[config.mk]
export PLATFORM = sky130hd
export DESIGN_NAME = slot_sequencer_ctrl_flat
export DESIGN_NICKNAME = d
export VERILOG_FILES = /design/src/rtl/slot_sequencer_ctrl_if.sv /design/src/rtl/slot_sequencer_ctrl.sv /design/src/flat_wrapper.sv
export SDC_FILE = /design/constraint.sdc
export NUM_CORES = 1
export LEC_CHECK = 0
export BUFFER_PORTS_ARGS = -buffer_cell sky130_fd_sc_hd__buf_2
export CAP_MARGIN = 5
export CORE_MARGIN = 2
export CORE_UTILIZATION = 35
export CTS_CLUSTER_DIAMETER = 40
export CTS_CLUSTER_SIZE = 40
export DETAILED_ROUTE_END_ITERATION = 12
export GPL_ROUTABILITY_DRIVEN = 1
export GPL_TIMING_DRIVEN = 1
export PLACE_DENSITY_LB_ADDON = 0.05
export SYNTH_ARGS = -nofsm -noshare
export SYNTH_HDL_FRONTEND = slang
export SYNTH_SLANG_ARGS = --single-unit
[constraint.sdc]
create_clock -name clockpulse -period 4.45 [get_ports clockpulse]
set_input_delay 0.6675 -clock clockpulse [delete_from_list [all_inputs] [get_ports clockpulse]]
set_output_delay 0.6675 -clock clockpulse [all_outputs]
set_load 0.01 [all_outputs]
[src/rtl/slot_sequencer_ctrl_if.sv]
// Control/status bundle between the lab-board switches and the slot sequencer.
// The master side drives the switch inputs and watches the display path; the
// sequencer itself connects through the slave side.
interface slot_sequencer_ctrl_if #(
  parameter int NSLOT   = 8,
  parameter int CW      = 3,
  parameter int DWELL_W = 4
);
  logic               start;
  logic               stop;
  logic               step;
  logic               mode;
  logic [NSLOT-1:0]   slot_mask;
  logic [DWELL_W-1:0] dwell;
  logic [CW-1:0]      counter_out;
  logic [NSLOT-1:0]   decoder_out;
  logic               busy;
  logic               wrap;

  modport master (
    output start, stop, step, mode, slot_mask, dwell,
    input  counter_out, decoder_out, busy, wrap
  );

  modport slave (
    input  start, stop, step, mode, slot_mask, dwell,
    output counter_out, decoder_out, busy, wrap
  );
endinterface

[src/rtl/slot_sequencer_ctrl.sv]
// Time-slot scheduler for the counter/one-hot decoder display path.
// Walks the enabled slots of slot_mask in ascending order with wrap-around,
// holding each slot for dwell+1 cycles (RUN) or until a step pulse (STEP).
// Every output is registered, so a decision taken on one edge shows up in the
// following cycle. CW must equal log2(NSLOT): the slot arithmetic relies on
// the natural CW-bit rollover to implement the modulo-NSLOT wrap.
module slot_sequencer_ctrl #(
  parameter int NSLOT   = 8,
  parameter int CW      = 3,
  parameter int DWELL_W = 4
) (
  input  logic                 clockpulse,
  input  logic                 clear,
  slot_sequencer_ctrl_if.slave bus
);

  typedef enum logic [1:0] {
    S_IDLE = 2'd0,
    S_RUN  = 2'd1,
    S_STEP = 2'd2
  } state_e;

  state_e             state_q, state_d;
  logic [CW-1:0]      counter_q, counter_d;
  logic [DWELL_W-1:0] dwell_cnt_q, dwell_cnt_d;
  logic [NSLOT-1:0]   decoder_q, decoder_d;
  logic               busy_q, busy_d;
  logic               wrap_q, wrap_d;

  // Mask scan results
  logic               mask_any;
  logic [CW-1:0]      first_slot;
  logic [CW-1:0]      next_slot;
  logic [CW-1:0]      scan_idx;
  logic               scan_found;
  logic               advance;

  assign mask_any = |bus.slot_mask;

  // Find the lowest enabled slot (used on start) and the next enabled slot
  // after the current one, scanning upward and ending on the current slot.
  always_comb begin
    // NOTE: every combinational output gets a default before any branch;
    // a path that leaves a variable unassigned would infer a latch.
    first_slot = '0;
    next_slot  = counter_q;
    scan_idx   = '0;
    scan_found = 1'b0;
    for (int i = NSLOT - 1; i >= 0; i--) begin
      if (bus.slot_mask[i]) begin
        first_slot = CW'(i);
      end
    end
    for (int i = 1; i <= NSLOT; i++) begin
      scan_idx = counter_q + CW'(i);
      if (!scan_found && bus.slot_mask[scan_idx]) begin
        next_slot  = scan_idx;
        scan_found = 1'b1;
      end
    end
  end

  // Advance request: dwell expiry in RUN, a step pulse in STEP.
  always_comb begin
    advance = 1'b0;
    case (state_q)
      S_RUN:   advance = (dwell_cnt_q == bus.dwell);
      S_STEP:  advance = bus.step;
      default: advance = 1'b0;
    endcase
  end

  // Next-state and next-output decode; stop outranks start, step and dwell.
  always_comb begin
    state_d     = state_q;
    counter_d   = counter_q;
    dwell_cnt_d = dwell_cnt_q;
    wrap_d      = 1'b0;

    if (bus.stop) begin
      state_d     = S_IDLE;
      counter_d   = '0;
      dwell_cnt_d = '0;
    end else begin
      case (state_q)
        S_IDLE: begin
          // A start with no enabled slot is simply ignored.
          if (bus.start && mask_any) begin
            state_d     = bus.mode ? S_STEP : S_RUN;
            counter_d   = first_slot;
            dwell_cnt_d = '0;
          end
        end

        S_RUN, S_STEP: begin
          if (advance) begin
            dwell_cnt_d = '0;
            if (!mask_any) begin
              // Every slot disabled: fall back to IDLE without a wrap pulse.
              state_d   = S_IDLE;
              counter_d = '0;
            end else begin
              counter_d = next_slot;
              wrap_d    = (next_slot <= counter_q);
            end
          end else if (state_q == S_RUN) begin
            dwell_cnt_d = dwell_cnt_q + DWELL_W'(1);
          end
        end

        default: begin
          state_d     = S_IDLE;
          counter_d   = '0;
          dwell_cnt_d = '0;
        end
      endcase
    end

    // Registered display outputs derive from the next state so that the
    // decoder always tracks the counter in the same cycle.
    busy_d    = (state_d != S_IDLE);
    decoder_d = busy_d ? (NSLOT'(1) << counter_d) : '0;
  end

  // State and output registers with synchronous clear.
  always_ff @(posedge clockpulse) begin
    // NOTE: sequential state uses non-blocking assignments so every register
    // samples the pre-edge values regardless of statement order.
    if (clear) begin
      state_q     <= S_IDLE;
      counter_q   <= '0;
      dwell_cnt_q <= '0;
      decoder_q   <= '0;
      busy_q      <= 1'b0;
      wrap_q      <= 1'b0;
    end else begin
      state_q     <= state_d;
      counter_q   <= counter_d;
      dwell_cnt_q <= dwell_cnt_d;
      decoder_q   <= decoder_d;
      busy_q      <= busy_d;
      wrap_q      <= wrap_d;
    end
  end

  assign bus.counter_out = counter_q;
  assign bus.decoder_out = decoder_q;
  assign bus.busy        = busy_q;
  assign bus.wrap        = wrap_q;

endmodule

[src/flat_wrapper.sv]
// flat-port wrapper written by rule: the top's interface ports become plain ports
module slot_sequencer_ctrl_flat 
#(
  parameter int NSLOT   = 8,
  parameter int CW      = 3,
  parameter int DWELL_W = 4
)
  (clockpulse, clear, bus_start, bus_stop, bus_step, bus_mode, bus_slot_mask, bus_dwell, bus_counter_out, bus_decoder_out, bus_busy, bus_wrap);
  slot_sequencer_ctrl_if #(.NSLOT(NSLOT), .CW(CW), .DWELL_W(DWELL_W)) bus_i ();
  input  logic clockpulse;
  input  logic clear;
  input wire logic [$bits(bus_i.start)-1:0] bus_start;
  input wire logic [$bits(bus_i.stop)-1:0] bus_stop;
  input wire logic [$bits(bus_i.step)-1:0] bus_step;
  input wire logic [$bits(bus_i.mode)-1:0] bus_mode;
  input wire logic [$bits(bus_i.slot_mask)-1:0] bus_slot_mask;
  input wire logic [$bits(bus_i.dwell)-1:0] bus_dwell;
  output wire logic [$bits(bus_i.counter_out)-1:0] bus_counter_out;
  output wire logic [$bits(bus_i.decoder_out)-1:0] bus_decoder_out;
  output wire logic [$bits(bus_i.busy)-1:0] bus_busy;
  output wire logic [$bits(bus_i.wrap)-1:0] bus_wrap;
  assign bus_i.start = bus_start;
  assign bus_i.stop = bus_stop;
  assign bus_i.step = bus_step;
  assign bus_i.mode = bus_mode;
  assign bus_i.slot_mask = bus_slot_mask;
  assign bus_i.dwell = bus_dwell;
  assign bus_counter_out = bus_i.counter_out;
  assign bus_decoder_out = bus_i.decoder_out;
  assign bus_busy = bus_i.busy;
  assign bus_wrap = bus_i.wrap;
  slot_sequencer_ctrl #(.NSLOT(NSLOT), .CW(CW), .DWELL_W(DWELL_W)) u_core (.clockpulse(clockpulse), .clear(clear), .bus(bus_i));
endmodule
==> Yosys cells after proc, flatten, opt, wreduce, memory -nomap -nowiden <==
Index checks and enable logic that the tools add are counted.
{ "totals": {"regBits": 19, "input_bits": 18, "out_inout_bits": 13, "elab_cells": 111} }
{ "classes": {"addsub": 8, "order_cmp": 9, "eq_ne": 5, "shifts": 1, "mux": 55, "n_bitwise": 4, "reduce_logical": 23} }
{ "op_table": {"columns": ["operator", "count"], "rows": [
  ["3-bit 2-to-1 mux", 20],
  ["3-bit by 4-bit < comparator with 1-bit output (second input constant)", 8],
  ["1-bit binary-select mux with 3-bit select", 8],
  ["1-bit 2-to-1 mux", 15],
  ["3-bit adder (second input constant)", 4],
  ["4-bit 2-to-1 mux", 3],
  ["2-bit 2-to-1 mux", 5],
  ["1-bit logical AND", 8],
  ["4-bit case mux with 2 select lines", 1],
  ["8-bit OR reduction", 1],
  ["1-bit by 3-bit << shifter with 8-bit output (first input constant)", 1],
  ["1-bit zero test", 7],
  ["3-bit by 2-bit adder with 3-bit output (second input constant)", 2],
  ["3-bit case mux with 2 select lines", 1],
  ["2-bit OR reduction", 3],
  ["5-bit OR reduction", 1],
  ["4-bit by 1-bit adder with 4-bit output (second input constant)", 1],
  ["4-bit equality test", 1],
  ["1-bit inverter", 4],
  ["2-bit case mux with 2 select lines", 1],
  ["3-bit by 1-bit adder with 3-bit output (second input constant)", 1],
  ["3-bit <= comparator", 1],
  ["3-bit by 1-bit != test with 1-bit output (second input constant)", 1],
  ["2-bit by 1-bit equality test with 1-bit output (second input constant)", 1],
  ["6 further kinds", 6]
]} }

==> Longest topological paths before layout <==
Gate-level depths: netlist (run 1).
{ "depth": {"word_depth": 30, "depth_mapped": 17, "depth_no_buf": 14} }

==> Least setup slack after synthesis (run 1) <==
Ideal clock, no wire load.
{ "synth_timing": {"path_type": "register -> register", "from": "reg u_core.counter_q[1], in the netlist u_core.bus.counter_out[1]", "to": "reg u_core.wrap_q, in the netlist u_core.bus.wrap", "setup_time_ns": 0.096, "arrival_time_ns": 3.607, "required_time_ns": 4.354, "path_slack_ns": 0.747, "path_stages_with_launch": 18, "n_path_buf": 3, "period_less_slack_ns": 3.703, "path_cell_list": "dfxtp_1 buf_6 buf_4 inv_1 ha_1 clkbuf_1 inv_1 mux4_2 a22o_1 nand2_1 a41oi_1 a211o_1 and2_1 ha_1 a21o_1 a21oi_1 a31oi_1 nor4b_1"} }
{ "synth_between": {"elab_chain_cells": 26, "elab_cells_between_ends": 53, "cone_classes": "add/sub (7); order compare (1); mux (31); reduce/logical (14)"} }
{ "synth_rtl": {"columns": ["item", "line_no", "text"], "rows": [
  ["start: declaration", "slot_sequencer_ctrl.sv:24", "logic [CW-1:0] counter_q, counter_d;"],
  ["start signal: assignment", "slot_sequencer_ctrl.sv:138", "counter_q <= counter_d;"],
  ["3-bit by 1-bit adder with 3-bit output", "slot_sequencer_ctrl.sv:55", "scan_idx = counter_q + CW'(i);"],
  ["1-bit binary-select mux with 3-bit select", "slot_sequencer_ctrl.sv:56", "if (!scan_found && bus.slot_mask[scan_idx]) begin"],
  ["1-bit 2-to-1 mux (not written as such)", "slot_sequencer_ctrl.sv:56", null],
  ["1-bit 2-to-1 mux", "slot_sequencer_ctrl.sv:56", null],
  ["1-bit zero test", "slot_sequencer_ctrl.sv:56", null],
  ["1-bit logical AND", "slot_sequencer_ctrl.sv:56", null],
  ["1-bit 2-to-1 mux", "slot_sequencer_ctrl.sv:56", null],
  ["1-bit zero test", "slot_sequencer_ctrl.sv:56", null],
  ["[10 not listed]", null, null],
  ["1-bit 2-to-1 mux", "slot_sequencer_ctrl.sv:56", null],
  ["1-bit zero test", "slot_sequencer_ctrl.sv:56", null],
  ["1-bit logical AND", "slot_sequencer_ctrl.sv:56", null],
  ["1-bit 2-to-1 mux", "slot_sequencer_ctrl.sv:56", null],
  ["1-bit zero test", "slot_sequencer_ctrl.sv:56", null],
  ["1-bit logical AND", "slot_sequencer_ctrl.sv:56", null],
  ["3-bit 2-to-1 mux", "slot_sequencer_ctrl.sv:56", null],
  ["3-bit <= comparator *", "slot_sequencer_ctrl.sv:104", "wrap_d = (next_slot <= counter_q);"],
  ["end signal: assignment", "slot_sequencer_ctrl.sv:142", "wrap_q <= wrap_d;"],
  ["end: declaration", "slot_sequencer_ctrl.sv:28", "logic wrap_q, wrap_d;"]
]} }
Every way passes the cells marked *; elsewhere a longest branch is shown, timed or not. The select of a mux whose other input is x is not followed.
A chain may end at the register's enable or synchronous reset.

==> Worst setup path after layout (run 1) <==
Same ends and word-level chain as after synthesis.

==> results.json, run 1 <==
{
  "p_per_area_nw_per_um2": 198,
  "async_flop_share": 0,
  "worstSetupEndpointType": "flop",
  "ios": 31,
  "cp-start-kind": "flop",
  "cp.arrival_ns": 3.80,
  "avgViaCountPerCell": 5.71,
  "leakage_nw": 0.928,
  "max_slew_margin": 0.616,
  "setup_viol": 0,
  "dp_hpwl_mm": 4.34,
  "finalCriticalPeriod_ns": 3.62,
  "synthCells": 236,
  "num_rows": 28,
  "die_w_um": 81.5,
  "path_clk_slew_ns": 0.08,
  "portBuffers": 30,
  "syn2layout_area_growth_pct": 10.3,
  "fin_crit_sh": 0.815,
  "drt_iter0_drc": 77,
  "yosysSeqAreaShare": 0.181,
  "die-area_sq_um": 6640,
  "final_common_cell": "buf_2",
  "clock-root-buffer": "clkbuf_8",
  "gr-total-overflow": 0,
  "global_route.usage.total": 0.185,
  "ctsHoldBuffers": 0,
  "drive_gt1_frac": 0.253,
  "gp_congestion": 0.854,
  "path_buf_inv": 2,
  "path_class": "reg -> reg",
  "stdcell_area_sq_um": 2320,
  "num_vias": 1896,
  "hold_path_class": "reg -> reg",
  "final_cell_mix": "buf_2, dfxtp_1, nand2_1",
  "grt_pass1_vias": 1808,
  "core_sq_um": 5850,
  "wl_per_cell_um": 16.8,
  "grt_max_degree": 25,
  "ys_types": 65,
  "worstPathMaxFanout": 9,
  "crit_path_start": "u_core.bus.counter_out[1]",
  "drtPass1Iterations": 4,
  "maxCapViolCount": 0,
  "htreeDepth": 1,
  "grt_pass1_wl_mm": 9.56,
  "post_dp_cell_area_sq_um": 2270,
  "syn_nets": 264,
  "rsz0062_at_grt": "no",
  "synth.cell_area_sq_um": 2100,
  "cp_top_family": "compound AO/OA/AOI/OAI gates",
  "status": "finished, final reports clean",
  "clock_latency_ns": 0.26,
  "maxSlewViolCount": 0,
  "totalWireLength_mm": 5.58,
  "ys_dominant_reg_cell": "dfxtp_1",
  "ir_worst_vdd_mv": 0.130,
  "post_cts_buffers": 0,
  "fill_cells": 612,
  "detail-route-antenna-nets": 0,
  "path_cells": "inv_1, ha_1, inv_1, mux4_2, a22o_1, nand2_1, a41oi_1, a211o_1, and2_1, ha_1, a21o_1, a21oi_1, a31oi_1, nor4b_1",
  "cts_made_buffers": 3,
  "cts_tree": "done",
  "initial_utilization": 0.359,
  "clock_skew_ns": 0.00408,
  "antenna_found_initial": 0,
  "timing.rr.start": "u_core.bus.counter_out[1]",
  "synth_edf_count": 0,
  "ctsLongestPathBuffers": 2,
  "syn_avg_cell_area_sq_um": 8.91,
  "cp_slowest_cell": "mux4_2",
  "max_freq_mhz": 276,
  "drc": 0,
  "antenna_cells": 0,
  "cts.sinks": 19,
  "hp-start": "u_core.dwell_cnt_q[1]",
  "max_stage_delay_ns": 0.56,
  "nets": 286,
  "crit_required_ns": 4.62,
  "cts_resized": 0,
  "die_height_um": 81.5,
  "fin_setup_tns_ns": 0,
  "synth.ff_latch_count": 19,
  "finalHoldViolCount": 0,
  "tightest_slew_ns": 0.574,
  "ys_warn_count": 0
}
==> logic make-up (layout without fill, tap and decap cells) <==
family          count (synthesis)  count (layout)  synth area share
simple gates                   75              75             0.185
fa+ha+maj                      10              10            0.0595
buf+inv                        28              49            0.0673
xor+xnor                       12              12            0.0500
flops                          19              19             0.181
compound gates                 65              65             0.246
mux                            27              27             0.212
==> through the flow <==
step                      total power [mW]  std cells   util  hold WS (ns)  setup WS [ns]
after floorplan                      0.298        236      -         0.503          0.747
after global placement               0.337        328  0.388         0.532          0.902
after detailed placement             0.335        328  0.388         0.543          0.882
after CTS                            0.461        332  0.396         0.557          0.855
after global routing                 0.487        332  0.396         0.592          0.506
final                                0.458        332  0.396         0.558          0.825
==> Yosys cell counts, drive strengths merged (3+ instances only) <==
library cell	n	area [sq um]
a31oi	5	43.8
or3	3	23.8
dfxtp	19	380
buf	12	80.1
nand2	18	67.6
nor2	16	60.1
xor2	7	61.3
a2111oi	3	45.0
mux2i	13	138
xnor2	5	43.8
o221ai	3	26.3
a21oi	9	45.0
inv	12	45.0
nor3	9	45.0
nand3	4	20.0
mux4	13	297
and3	3	18.8
and2	5	32.5
a21o	4	30.0
or4	3	26.3
ha	10	125
o21ai	7	35.0
a211o	4	35.0
nand2b	5	31.3
o22ai	4	31.3
o221a	3	33.8
clkbuf	4	16.3
nor2b	3	18.8
==> power breakdown <==
part | internal (mW) | leakage (nW) | switching, mW
clock network | 0.0624 | 0.0255 | 0.0636
registers | 0.173 | 0.154 | 0.00215
logic | 0.0676 | 0.749 | 0.0899
total | 0.303 | 0.928 | 0.156
==> layout make-up <==
| cell class | count | area, sq um | area share |
|---|---|---|---|
| clock inverter | 1 | 5.00 | 0.00216 |
| sequential | 19 | 380 | 0.164 |
| multi-input combinational | 189 | 1580 | 0.682 |
| clock buffer | 3 | 41.3 | 0.0178 |
| timing repair buffer | 33 | 173 | 0.0745 |
| inverter | 12 | 45.0 | 0.0194 |
| tap | 75 | 93.8 | 0.0405 |
==> final timing paths <==
kind                                         endpoint  slack (ns)  cells past startpoint
worst min register to register  u_core.dwell_cnt_q[1]        0.56                      2
worst min-delay path            u_core.dwell_cnt_q[1]        0.56                      2
worst max-delay path                  u_core.bus.wrap        0.83                     14
worst max register to register        u_core.bus.wrap        0.83                     14
==> sequential cells by signal, summed over array words and instances (netlist names) <==
signal                  cells
u_core.state_q              2
u_core.bus.busy             1
u_core.bus.counter_out      3
u_core.bus.wrap             1
u_core.bus.decoder_out      8
u_core.dwell_cnt_q          4
==> tightest hold or removal path, delay by kind of cell (launching register included) <==
kind             cells  cell delay (ns)
AND/OR/NAND/NOR      1             0.05
flip-flops           1             0.34
multiplexers         1             0.13
==> per-layer routing <==
layer,global-route usage,routed length (um),vias up,share of wire
met1,0.286,2930,915,0.52
met4,0.0203,27,0,0.0048
met5,0,0,-,0
met2,0.280,2460,34,0.44
li1,-,-,943,-
met3,0.0275,163,4,0.029
(Power assumes the default switching activity.)
==> inputs of run 2 (changes only) <==
Clock period 4.45 ns to 3.26 ns, I/O delays scaled along.
==> run 2 against run 1 <==
Total power rose by 51%; critical path depth is 2 lower; register-to-register slack worse by 0.70 ns; count of clock-buffer cells in the layout stayed put; largest power group is now combinational cells; design area up 19%; highest routed layer unchanged; die area unchanged; via count is 5.6% higher; clock skew is 0.0010 ns higher; global-route usage rose by 0.52 points.
==> results.json, run 2 (synthesis gave the netlist of run 1 again) <==
{
  "maxSlewViolCount": 0,
  "tightest_slew_ns": 0.566,
  "p_per_area_nw_per_um2": 251,
  "cts.sinks": 19,
  "ff2ff_path_depth": 12,
  "die-area_sq_um": 6640,
  "worstPathMaxFanout": 8,
  "holdWs_ns": 0.454,
  "cts_tree": "done",
  "cp_slowest_cell": "or4_4",
  "switching_share": 0.336,
  "portBuffers": 30,
  "ios": 31,
  "cp-start-kind": "flop",
  "gp_congestion": 0.832,
  "max_slew_margin": 0.621,
  "global_route.usage.total": 0.190,
  "cts_made_buffers": 3,
  "ir_worst_vdd_mv": 0.185,
  "pwr-share-comb": 0.410,
  "drtPass1Iterations": 4,
  "p_int_mw": 0.459,
  "setup_viol": 0,
  "grt_pass1_vias": 1873,
  "detail-route-antenna-nets": 0,
  "die_height_um": 81.5,
  "crit_path_start": "u_core.bus.counter_out[0]",
  "clock_latency_ns": 0.26,
  "htreeDepth": 1,
  "crit_path_end": "u_core.bus.wrap",
  "max_stage_delay_ns": 0.55,
  "max_freq_mhz": 319,
  "grt_max_degree": 25,
  "fin_crit_sh": 0.960,
  "path_class": "reg -> reg",
  "initial_utilization": 0.359,
  "stdcell_area_sq_um": 2750,
  "avgViaCountPerCell": 5.53,
  "timing.rr.start": "u_core.bus.counter_out[0]",
  "hold_path_class": "in -> reg",
  "largest_register_ffs": 8,
  "maxCapViolCount": 0,
  "pwr-share-clk": 0.245,
  "num_rows": 28,
  "core_sq_um": 5850,
  "path_cells": "inv_2, ha_4, mux4_2, mux2i_4, and2_4, nand2_1, or4_4, and2_4, ha_4, a21oi_2, a31oi_1, nor4b_1",
  "crit_required_ns": 3.42,
  "finalCriticalPeriod_ns": 3.13,
  "final_cell_mix": "buf_4, buf_2, nand2_1",
  "cp.arrival_ns": 3.29,
  "clock_skew_ns": 0.00513,
  "dp_hpwl_mm": 4.63,
  "status": "finished, final reports clean",
  "drc": 0,
  "worstSetupEndpointType": "flop",
  "wl_per_cell_um": 16.5,
  "switchingPower_mw": 0.232,
  "totalWireLength_mm": 5.99,
  "power_mw": 0.691,
  "num_vias": 2002,
  "clock-root-buffer": "clkbuf_8",
  "ctsLongestPathBuffers": 2,
  "die_w_um": 81.5,
  "final_common_cell": "buf_4",
  "finalHoldViolCount": 0,
  "leakage_nw": 1.11,
  "drive_gt1_frac": 0.408,
  "r2r_end": "u_core.bus.wrap",
  "drt_iter0_drc": 122,
  "post_dp_cell_area_sq_um": 2530,
  "grt_pass1_wl_mm": 9.72,
  "syn2layout_area_growth_pct": 30.9,
  "path_clk_slew_ns": 0.08,
  "antenna_cells": 0,
  "gr-total-overflow": 0,
  "sequentialPowerShare": 0.345,
  "antenna_found_initial": 0,
  "nets": 316,
  "r2r_slack_ns": 0.13
}
==> run 2: metrics by stage <==
stage           util  std cells  setup TNS [ns]  worst slack (ns)
2_1_floorplan      -        236         -0.0757           -0.0757
3_3_place_gp   0.433        352               0           0.00174
4_1_cts        0.441        356               0           0.00332
5_1_grt        0.470        362         -0.0119          -0.00770
3_5_place_dp   0.433        352               0            0.0162
6_report       0.470        362               0             0.130
==> run 2: per-layer routing <==
| layer | wire, um | up-vias | global-route usage |
|---|---|---|---|
| met5 | 0 | - | 0 |
| met2 | 2670 | 52 | 0.291 |
| met1 | 2980 | 942 | 0.291 |
| met4 | 51 | 0 | 0.0102 |
| li1 | - | 1003 | - |
| met3 | 289 | 5 | 0.0352 |
==> run 2: critical path, delay by kind of cell, from the launching register on <==
family                     cells  cell delay, ns
buffers and inverters          1            0.06
AOI/OAI and AO/OA              2            0.17
DFF                            1            0.39
adders and majority gates      2            0.56
muxes                          2            0.65
and+or+nand+nor                5            1.20
==> run 2: area by class of cell <==
class	count	area, sq um
multi-input combinational	189	1740
sequential	19	389
fill	579	3100
clock buffer	3	41.3
tap	75	93.8
clock inverter	1	5.00
inverter	12	57.6
timing repair buffer	63	428
==> run 2: power groups by stage <==
stage / Combinational (mW) / Clock (mW) / Sequential, mW
final: 0.283 / 0.169 / 0.239
after detailed placement: 0.253 / 0 / 0.245
after CTS: 0.255 / 0.175 / 0.239
after global placement: 0.254 / 0 / 0.245
after floorplan: 0.178 / 0 / 0.245
after global routing: 0.309 / 0.185 / 0.239
==> run 2: timing repair <==
item / 4_1_cts / 5_1_grt
gates resized for setup: 0 / 18
hold buffers: 0 / 0
setup buffers: 0 / 5
endpoints found under the setup margin: 0 / 6
==> run 2: how the worst min path moves through the flow <==
stage,end,cells past startpoint,from
after CTS,u_core.bus.wrap,2,clear
after detailed placement,u_core.dwell_cnt_q[3],2,u_core.dwell_cnt_q[3]
after global routing,u_core.bus.wrap,2,clear
final,u_core.bus.wrap,2,clear
after floorplan,u_core.dwell_cnt_q[3],2,u_core.dwell_cnt_q[3]
after global placement,u_core.dwell_cnt_q[3],2,u_core.dwell_cnt_q[3]
==> inputs of run 3 (changes only) <==
Settings changed: ABC_AREA set to 1, CORE_MARGIN 2 to unset.
Clock period 3.26 ns to 2.9 ns, I/O delays scaled along.
==> run 3 against run 2 <==
Global-route usage increased by 0.11 points; sequential power up 14%; highest routed layer unchanged; clock skew increased by 0.0019 ns; cell count up 8.0%; critical endpoint unchanged; design area shrank 24%; routed wire length shrank 23%; flip-flop and latch count stayed put; synthesized cell count up 19%; setup slack improved by 0.098 ns; combinational power decreased by 11%; worst hold slack worse by 0.064 ns; non-clock buffer count shrank 20.
==> results.json, run 3 <==
{
  "syn_nets": 308,
  "cp.arrival_ns": 2.86,
  "synth_top_area_share": 0.223,
  "cts_made_buffers": 3,
  "totalWireLength_mm": 4.60,
  "worstPathMaxFanout": 4,
  "global_route.usage.total": 0.191,
  "setup_slack_ns": 0.228,
  "grt_max_degree": 18,
  "grt_pass1_wl_mm": 7.84,
  "instances_no_fill": 391,
  "gr-total-overflow": 0,
  "syn_avg_cell_area_sq_um": 6.10,
  "fin_crit_sh": 0.922,
  "synth_largest_area_cell": "dfxtp_1",
  "gp_congestion": 0.856,
  "core_sq_um": 4720,
  "detail-route-antenna-nets": 0,
  "clock_latency_ns": 0.26,
  "portBuffers": 30,
  "finalCriticalPeriod_ns": 2.67,
  "cts_tree": "done",
  "wl_per_cell_um": 11.8,
  "synth_area_leaders": "dfxtp_1, nand2_1, nand3_1, ha_1, inv_1",
  "maxSlewViolCount": 0,
  "htreeDepth": 1,
  "fin_setup_tns_ns": 0,
  "antenna_found_initial": 0,
  "tightest_slew_ns": 0.539,
  "crit_required_ns": 3.09,
  "dpl.cell_count": 382,
  "final_cell_mix": "nand2_1, inv_1, nand3_1",
  "max_slew_margin": 0.639,
  "avgViaCountPerCell": 4.76,
  "synthCells": 280,
  "ctsLongestPathBuffers": 2,
  "drc": 0,
  "path_clk_slew_ns": 0.08,
  "clock_skew_ns": 0.00699,
  "ys_dominant_reg_cell": "dfxtp_1",
  "ys_warn_count": 0,
  "synth_most_common_cell": "nand2_1",
  "grt_pass1_vias": 1760,
  "dp_hpwl_mm": 3.75,
  "die-area_sq_um": 5170,
  "maxCapViolCount": 0,
  "drt_iter0_drc": 60,
  "largest_register_ffs": 8,
  "hold_path_class": "in -> reg",
  "clock-root-buffer": "clkbuf_8",
  "die_w_um": 71.9,
  "leakage_nw": 1.07,
  "status": "finished, final reports clean",
  "antenna_cells": 0,
  "initial_utilization": 0.362,
  "ios": 31,
  "final_common_cell": "nand2_1",
  "synth.ff_latch_count": 19,
  "synth.cell_area_sq_um": 1710,
  "ys_types": 33,
  "dp_slack_ns": 0.105,
  "finalHoldViolCount": 0,
  "ir_worst_vdd_mv": 0.279,
  "p_per_area_nw_per_um2": 342,
  "die_height_um": 71.9,
  "async_flop_share": 0,
  "max_freq_mhz": 374,
  "synth_edf_count": 0,
  "setup_viol": 0,
  "num_vias": 1860,
  "num_rows": 25,
  "synth_common_cells": "nand2_1, inv_1, nand3_1",
  "yosysSeqAreaShare": 0.223,
  "cp-start-kind": "flop",
  "drtPass1Iterations": 4,
  "cts.sinks": 19,
  "nets": 353,
  "worstSetupEndpointType": "flop",
  "syn2layout_area_growth_pct": 22.6,
  "drive_gt1_frac": 0.231,
  "path_class": "reg -> reg"
}
[run 3: changes by cell type in the layout (fill, tap and decap cells not counted), moves of 12 or more]
| cell | delta |
|---|---|
| mux4_2 | -13 |
| buf_4 | -20 |
| nand2_1 | +71 |
| nand3_1 | +27 |
| inv_1 | +22 |
| nor2_1 | +12 |
[run 3: report_power, final]
group	switching [mW]	internal, mW
combinational	0.160	0.0935
sequential	0.00557	0.267
clock	0.0952	0.0958
[run 3: cells by family (layout without fill, tap and decap cells)]
group,Yosys count,after routing,synth area share
compound gates,29,29,0.103
buf+inv,38,82,0.0871
simple gates,178,178,0.483
flops,19,19,0.223
xor+xnor,6,6,0.0307
fa+ha+maj,10,10,0.0732
[run 3: final timing paths]
check                                          startpoint                        end  slack (ns)  cells after the start
worst min register to register      u_core.dwell_cnt_q[1]      u_core.dwell_cnt_q[1]        0.57                      2
worst max register to register  u_core.bus.counter_out[1]            u_core.bus.wrap        0.23                     18
worst max-delay path            u_core.bus.counter_out[1]            u_core.bus.wrap        0.23                     18
worst min-delay path                                clear  u_core.bus.counter_out[2]        0.39                      2
[run 3: per-stage QoR]
step                      hold WS (ns)  power, mW  cell area (sq um)  utilization
after floorplan                  0.507      0.458               1710            -
after global placement           0.566      0.528               1990        0.420
after detailed placement         0.567      0.526               1990        0.420
after CTS                        0.390      0.718               2030        0.430
after global routing             0.392      0.771               2100        0.444
final                            0.391      0.717               2100        0.444
[run 3: critical path, cell delays in order (launching register included)]
cell     delay (ns)
dfxtp_1        0.37
inv_2          0.07
ha_4           0.28
buf_4          0.13
nand3_1        0.10
nand2_1        0.12
nand2_1        0.06
nand2_1        0.18
nand4_4        0.16
nor2_2         0.12
nand2_1        0.10
nand2_1        0.07
inv_1          0.03
nand2_1        0.07
nand2_1        0.06
ha_1           0.29
a21oi_1        0.15
a32oi_1        0.07
nor3_1         0.17
[run 3: timing repair]
action / 4_1_cts / 5_1_grt
resized for setup: 0 / 7
buffers inserted: 0 / 5
hold buffers: 0 / 0
endpoints found under the setup margin: 0 / 4
[run 3: final cells by class]
type | count | area (sq um)
Timing Repair Buffer | 43 | 255
Tap cell | 67 | 83.8
Inverter | 35 | 131
Sequential cell | 19 | 382
Clock buffer | 3 | 41.3
Multi-Input combinational cell | 223 | 1200
Fill cell | 526 | 2630
Clock inverter | 1 | 5.00
[run 3: metal layers]
metal / vias to the layer above / GRT usage / wire length [um]
met4: 0 / 0.0479 / 46
met2: 14 / 0.349 / 2310
met5: - / 0 / 0
met3: 5 / 0.0211 / 68
li1: 997 / - / -
met1: 844 / 0.239 / 2180
